`config.mk`:
```
export PLATFORM = sky130hd
export DESIGN_NAME = dvs_event_timestamper
export DESIGN_NICKNAME = d
export VERILOG_FILES = /design/src/rtl/dvs_event_timestamper.sv
export SDC_FILE = /design/constraint.sdc
export NUM_CORES = 1
export LEC_CHECK = 0
export CAP_MARGIN = 20
export CORE_MARGIN = 2
export CORE_UTILIZATION = 40
export CTS_BUF_LIST = sky130_fd_sc_hd__clkbuf_16
export DETAILED_ROUTE_END_ITERATION = 12
export PLACE_DENSITY = 0.79
export SYNTH_ARGS = -nofsm -noshare
export SYNTH_HDL_FRONTEND = slang
export SYNTH_SLANG_ARGS = --single-unit
```
`constraint.sdc`:
```
create_clock -name clk -period 11.5 [get_ports clk]
set_input_delay 1.15 -clock clk [delete_from_list [all_inputs] [get_ports clk]]
set_output_delay 1.15 -clock clk [all_outputs]
set_load 0.02 [all_outputs]
```
`src/rtl/dvs_event_timestamper.sv`:
```
`default_nettype none
// ============================================================================
//  Module   : dvs_event_timestamper
//  Purpose  : Free-running microsecond timestamp generator plus DVS address
//             event packer. Raw (x, y, pol) events arrive over valid/ready,
//             are range-checked against the sensor geometry, stamped with the
//             current microsecond count and emitted as {x, y, pol, ts_us}.
//             Out-of-range events are accepted and discarded. A saturating
//             counter keeps track of how many were discarded.
//  Revision : 1.0  initial release
// ============================================================================
module dvs_event_timestamper #(
    parameter int WIDTH_PXLS    = 346,
    parameter int HEIGHT_PXLS   = 260,
    parameter int CLK_PERIOD_NS = 10,
    parameter int TS_BITS       = 48,
    parameter int DROP_CNT_BITS = 16,
    localparam int X_BITS       = $clog2(WIDTH_PXLS),
    localparam int Y_BITS       = $clog2(HEIGHT_PXLS),
    localparam int EVENT_BITS   = X_BITS + Y_BITS + 1 + TS_BITS
) (
    input  logic                     clk,
    input  logic                     rst,
    input  logic                     ts_clear,
    input  logic                     in_valid,
    output logic                     in_ready,
    input  logic [X_BITS-1:0]        in_x,
    input  logic [Y_BITS-1:0]        in_y,
    input  logic                     in_pol,
    output logic                     out_valid,
    input  logic                     out_ready,
    output logic [EVENT_BITS-1:0]    out_event,
    output logic [TS_BITS-1:0]       ts_us,
    output logic                     ts_wrap,
    output logic [DROP_CNT_BITS-1:0] drop_cnt
);

    // ------------------------------------------------------------------------
    // Derived constants
    // ------------------------------------------------------------------------
    // Clock cycles per microsecond; CLK_PERIOD_NS is expected to divide 1000
    // and leave DIV >= 2 so the prescaler is at least one bit wide.
    localparam int DIV      = 1000 / CLK_PERIOD_NS;
    localparam int PRE_BITS = $clog2(DIV);

    localparam logic [PRE_BITS-1:0] PRE_MAX = PRE_BITS'(DIV - 1);

    // Limits carry one extra bit so a sensor dimension that is an exact power
    // of two is still representable.
    localparam logic [X_BITS:0] X_LIMIT = (X_BITS + 1)'(WIDTH_PXLS);
    localparam logic [Y_BITS:0] Y_LIMIT = (Y_BITS + 1)'(HEIGHT_PXLS);

    // ------------------------------------------------------------------------
    // State
    // ------------------------------------------------------------------------
    logic [PRE_BITS-1:0]      pre_q,       pre_d;
    logic [TS_BITS-1:0]       ts_q,        ts_d;
    logic                     wrap_q,      wrap_d;
    logic                     out_valid_q, out_valid_d;
    logic [EVENT_BITS-1:0]    out_event_q, out_event_d;
    logic [DROP_CNT_BITS-1:0] drop_q,      drop_d;

    logic w_tick;
    logic w_accept;
    logic w_in_range;
    logic w_in_ready;

    // ------------------------------------------------------------------------
    // Handshake and classification
    // ------------------------------------------------------------------------
    // The output register can take a new word whenever it is empty or is
    // being drained this cycle, which gives full throughput.
    assign w_in_ready = !out_valid_q || out_ready;
    assign w_accept   = in_valid && w_in_ready;
    assign w_in_range = ({1'b0, in_x} < X_LIMIT) && ({1'b0, in_y} < Y_LIMIT);
    assign w_tick     = (pre_q == PRE_MAX);

    // Prescaler / timestamp next state; a clear overrides increment and wrap.
    always_comb begin
        pre_d  = w_tick ? '0 : pre_q + 1'b1;
        ts_d   = w_tick ? ts_q + 1'b1 : ts_q;
        wrap_d = w_tick && (ts_q == '1);
        if (ts_clear) begin
            pre_d  = '0;
            ts_d   = '0;
            wrap_d = 1'b0;
        end
    end

    // Output register next state: drain, then optionally refill with a new
    // in-range word stamped with the timestamp visible this cycle.
    always_comb begin
        out_valid_d = out_valid_q;
        out_event_d = out_event_q;
        if (out_valid_q && out_ready) begin
            out_valid_d = 1'b0;
        end
        if (w_accept && w_in_range) begin
            out_valid_d = 1'b1;
            out_event_d = {in_x, in_y, in_pol, ts_q};
        end
    end

    // Dropped-event counter next state; saturates rather than wrapping.
    always_comb begin
        drop_d = drop_q;
        if (w_accept && !w_in_range && (drop_q != '1)) begin
            drop_d = drop_q + 1'b1;
        end
    end

    // Timestamp registers.
    always_ff @(posedge clk or posedge rst) begin
        if (rst) begin
            pre_q  <= '0;
            ts_q   <= '0;
            wrap_q <= 1'b0;
        end else begin
            pre_q  <= pre_d;
            ts_q   <= ts_d;
            wrap_q <= wrap_d;
        end
    end

    // Output stage and drop counter registers.
    always_ff @(posedge clk or posedge rst) begin
        if (rst) begin
            out_valid_q <= 1'b0;
            out_event_q <= '0;
            drop_q      <= '0;
        end else begin
            out_valid_q <= out_valid_d;
            out_event_q <= out_event_d;
            drop_q      <= drop_d;
        end
    end

    // ------------------------------------------------------------------------
    // Outputs
    // ------------------------------------------------------------------------
    assign in_ready  = w_in_ready;
    assign out_valid = out_valid_q;
    assign out_event = out_event_q;
    assign ts_us     = ts_q;
    assign ts_wrap   = wrap_q;
    assign drop_cnt  = drop_q;

endmodule
`default_nettype wire

```
### Word-level counts from Yosys, hierarchy flattened

Cells that the tools add are included.

* register bits: 140
* bits of input ports: 24
* output and inout port bits: 134
* word-level logic and storage cells: 33

* add/sub/neg operators: 3
* order comparisons: 2
* equal/unequal tests: 3
* multiplexer cells: 7
* reduce and logical (&&, ||, !) cells: 12

Operators by type and width (number)
* 48-bit 2-to-1 mux: 2
* 48-bit by 1-bit adder with 48-bit output (second input constant): 1
* 48-bit == test (second input constant): 1
* 9-bit less-than comparator (second input constant): 2
* 16-bit by 1-bit adder with 16-bit output (second input constant): 1
* 16-bit != test (second input constant): 1
* 7-bit 2-to-1 mux: 2
* 7-bit by 1-bit adder with 7-bit output (second input constant): 1
* 7-bit == test (second input constant): 1
* 1-bit logical AND: 7
* 2-bit nonzero test: 2
* 1-bit 2-to-1 mux: 3
* 1-bit zero test: 2
* 1-bit logical OR: 1

### Depth between registers and ports, before layout

* depth in word-level cells: 5
* gate-level depth with buffers: 8

### Worst setup path before layout

Ideal clock, no wire load.

* kind: input to register
* start point: in in_y[4]
* end point: reg out_event_q[0], in the netlist out_event[0]
* setup time: 0.125 ns
* arrival: 2.892 ns
* required time: 11.375 ns
* setup slack: 8.484 ns
* cell stages on the path: 7
* buffers on the path: 2
* cells stage by stage: nor4_1 -> nand2_1 -> a221o_1 -> nor2_1 -> buf_1 -> buf_2 -> mux2_2

* cells in the longest elaborated chain, start to end: 3

Ends and longest elaborated chain
* start: declaration: RTL line 28 `input logic [Y_BITS-1:0] in_y,`
* 9-bit less-than comparator: RTL line 75 `assign w_in_range = ({1'b0, in_x} < X_LIMIT) && ({1'b0, in_y} < Y_LIMIT);`
* 1-bit logical AND: RTL line 75
* 1-bit logical AND: RTL line 98 `if (w_accept && w_in_range) begin`
* end signal: assignment: RTL line 133 `out_event_q <= out_event_d;`
* end: declaration: RTL line 60 `logic [EVENT_BITS-1:0] out_event_q, out_event_d;`

No other way between the ends.
A chain may end at the register's enable or synchronous reset.

### Worst setup path in the final report

* start point: in in_y[4]
* end point: reg out_event_q[17], in the netlist out_event[17]

The elaborated chain is that of the path after synthesis.

==> flow_summary.toml <==
[timing]
period_minus_slack_ns = 3.61
hold_viol_final = 0
slew_headroom_pct = 41.8
setup_tns_ns = 0
hold_ws_ns = 0.456
max_freq_ghz = 0.277
drv_slew = 0
setup_viol = 0
final.period_utilization_pct = 31.4
clock_skew_ns = 0.00672
tightest_slew_ns = 0.866
rsz0062_at_grt = "no"

[critical_path]
crit_type = "in -> reg"
crit_path_max_fanout = 47
required_ns = 11.80
cp-end-kind = "register"
critPathLaunchType = "input pin"
arrival_ns = 3.90

[clocking]
cts_resized = 0
cts_setup_buffers = 0
cts.sinks = 140
clk_pin_slew_ns = 0.06
clk_root_buffer_cell = "clkbuf_16"
clkLatencyLatePin_ns = 0.42
hold_buffers = 0
cts_tree = "built"
cts-buffers-inserted = 17
cts_buffer_depth = 2
htreeDepth = 4

[synthesis]
synth-seq-area-share_pct = 57.8
synthTopCellsByCount = "140 x dfrtp_1, 72 x nor2_1, 68 x mux2_2"
async_flop_share_pct = 100
yosysTopAreaCellShare_pct = 57.8
synthFlopType = "dfrtp_1"
synth_edf_count = 0
synth_top_family_by_area = "simple AND/OR/NAND/NOR gates"
syn_area_mm2 = 0.00606
ys_ff_latch = 140
synth_compound_area_share_pct = 1.47
ys_types = 38
synth_xor_area_share_pct = 9.25
synth_largest_area_cell = "dfrtp_1"
ys_warn_count = 0
netlist_instances = 510
syn_nets = 537
synth-simple-area-share_pct = 16.2
synthMuxAreaShare_pct = 12.6
synth.most_common_cell = "dfrtp_1"
synth.avg_cell_area_um2 = 11.9
synth-adder-area-share_pct = 0.620
synth_area_leaders = "dfrtp_1 58%, mux2_2 13%, xor2_1 4.8%"

[drt]
drc = 0
vias = 4518
drt_iter0_markers = 224
vias_per_cell = 5.21
wl_um = 15000
antenna_left = 0
first_pass_iters = 4
wl_per_cell_um = 17.2

[floorplanning]
rows = 44
boundaryPins = 158
die_area_mm2 = 0.0161
start_util_pct = 41.4
die_w_um = 127
die_h_um = 127
core_mm2 = 0.0146

[pwr]
p_leak_uw = 0.00363
powerDensity_mw_per_mm2 = 150
ir_worst_vdd_uv = 92.3

[place]
dp_hpwl_um = 10500
placed_area_mm2 = 0.00780
portBuffers = 157
placed_cells = 836
gp_congestion = 0.843

[final_layout]
design.final.nets = 698
final_area_mm2 = 0.00841
final_cells = 868
layout-drive-gt1-share_pct = 15.9
area_delta_synth_final_pct = 38.8
antenna_cells = 0

[min_path]
hold_class = "reg -> reg"

[flow_run]
cap_violations = 0

[global_routing]
grt_start_max_net_pins = 77
grt_pass1_vias = 4631
antenna_found_initial = 0
grt_use_total_pct = 19.2
grt_pass1_wl_um = 24400
grt.overflow.total = 0

[run_status]
outcome = "complete, no violations"
==> stage by stage <==
stage | util (%) | setup slack, ns | total power, µW
after CTS | 57.4 | 7.89 | 1280
final | 57.4 | 7.89 | 1260
after detailed placement | 53.3 | 7.45 | 715
after floorplan | - | 6.60 | 632
after global routing | 57.4 | 7.60 | 1310
after global placement | 53.3 | 7.55 | 707
==> worst max-delay path, cell delays in order <==
cell and delay, ns:
clkdlybuf4s50_1 0.43, nor4_1 0.29, nand2_1 0.09, a221o_1 0.38, nor2_4 0.50, buf_4 0.62, mux2_2 0.41
==> cell usage in the layout, fill, tap and decap left out, types with 4 or more instances in the layout <==
cell type / instances
xnor2_1: 31
xor2_1: 33
mux2_2: 68
dfrtp_1: 140
nand4_1: 26
nor4_1: 4
nor3_1: 5
nand2_1: 32
bufinv_16: 4
clkdlybuf4s50_1: 157
and3_1: 14
nand3_1: 22
inv_1: 8
and2_1: 4
clkbuf_16: 17
nor2_1: 71
o21ai_0: 4
==> metal layers <==
layer | routed length, µm | up-vias | track usage [%]
li1 | - | 2090 | -
met1 | 6200 | 2270 | 23.5
met2 | 7700 | 131 | 32.7
met3 | 699 | 27 | 4.52
met4 | 352 | 0 | 7.82
met5 | 0 | - | 0
==> registers in the layout (all words and copies together), names as in the netlist <==
| name | count |
|---|---|
| out_event | 67 |
| ts_us | 48 |
| drop_cnt | 16 |
| pre_q | 7 |
| out_valid | 1 |
| ts_wrap | 1 |
==> path summary, 6_finish.rpt <==
kind | from | end | slack (ns) | depth (start not counted)
min reg2reg | pre_q[0] | pre_q[0] | 0.46 | 1
max | in_y[4] | out_event[17] | 7.89 | 7
max in group asynchronous | rst | ts_us[46] | 8.97 | 3
min | pre_q[0] | pre_q[0] | 0.46 | 1
min in group asynchronous | rst | out_event[49] | 1.21 | 2
max reg2reg | pre_q[4] | ts_us[40] | 8.63 | 6
==> final cells by class <==
cell class,instances,area [µm²]
fill,1177,6240
sequential,140,3500
multi-input combinational,345,2440
timing repair buffer,160,1590
clock buffer,17,425
tap,184,230
clock inverter,15,181
inverter,7,31.3
==> power by group <==
| part | total (µW) | switching (µW) | leakage [µW] | internal [µW] |
|---|---|---|---|---|
| clock | 558 | 200 | 0.000296 | 358 |
| combinational | 162 | 83.3 | 0.00143 | 78.7 |
| sequential | 545 | 24.6 | 0.00190 | 520 |
==> cells by family (layout without fill, tap and decap cells) <==
kind of cell	Yosys count	in the layout
and+or+nand+nor	197	197
muxes	68	68
buffers and inverters	25	199
adders and majority gates	3	3
DFF	140	140
xor gates and xnor gates	64	64
AOI/OAI and AO/OA	13	13
Power figures use the tool's default switching activity.
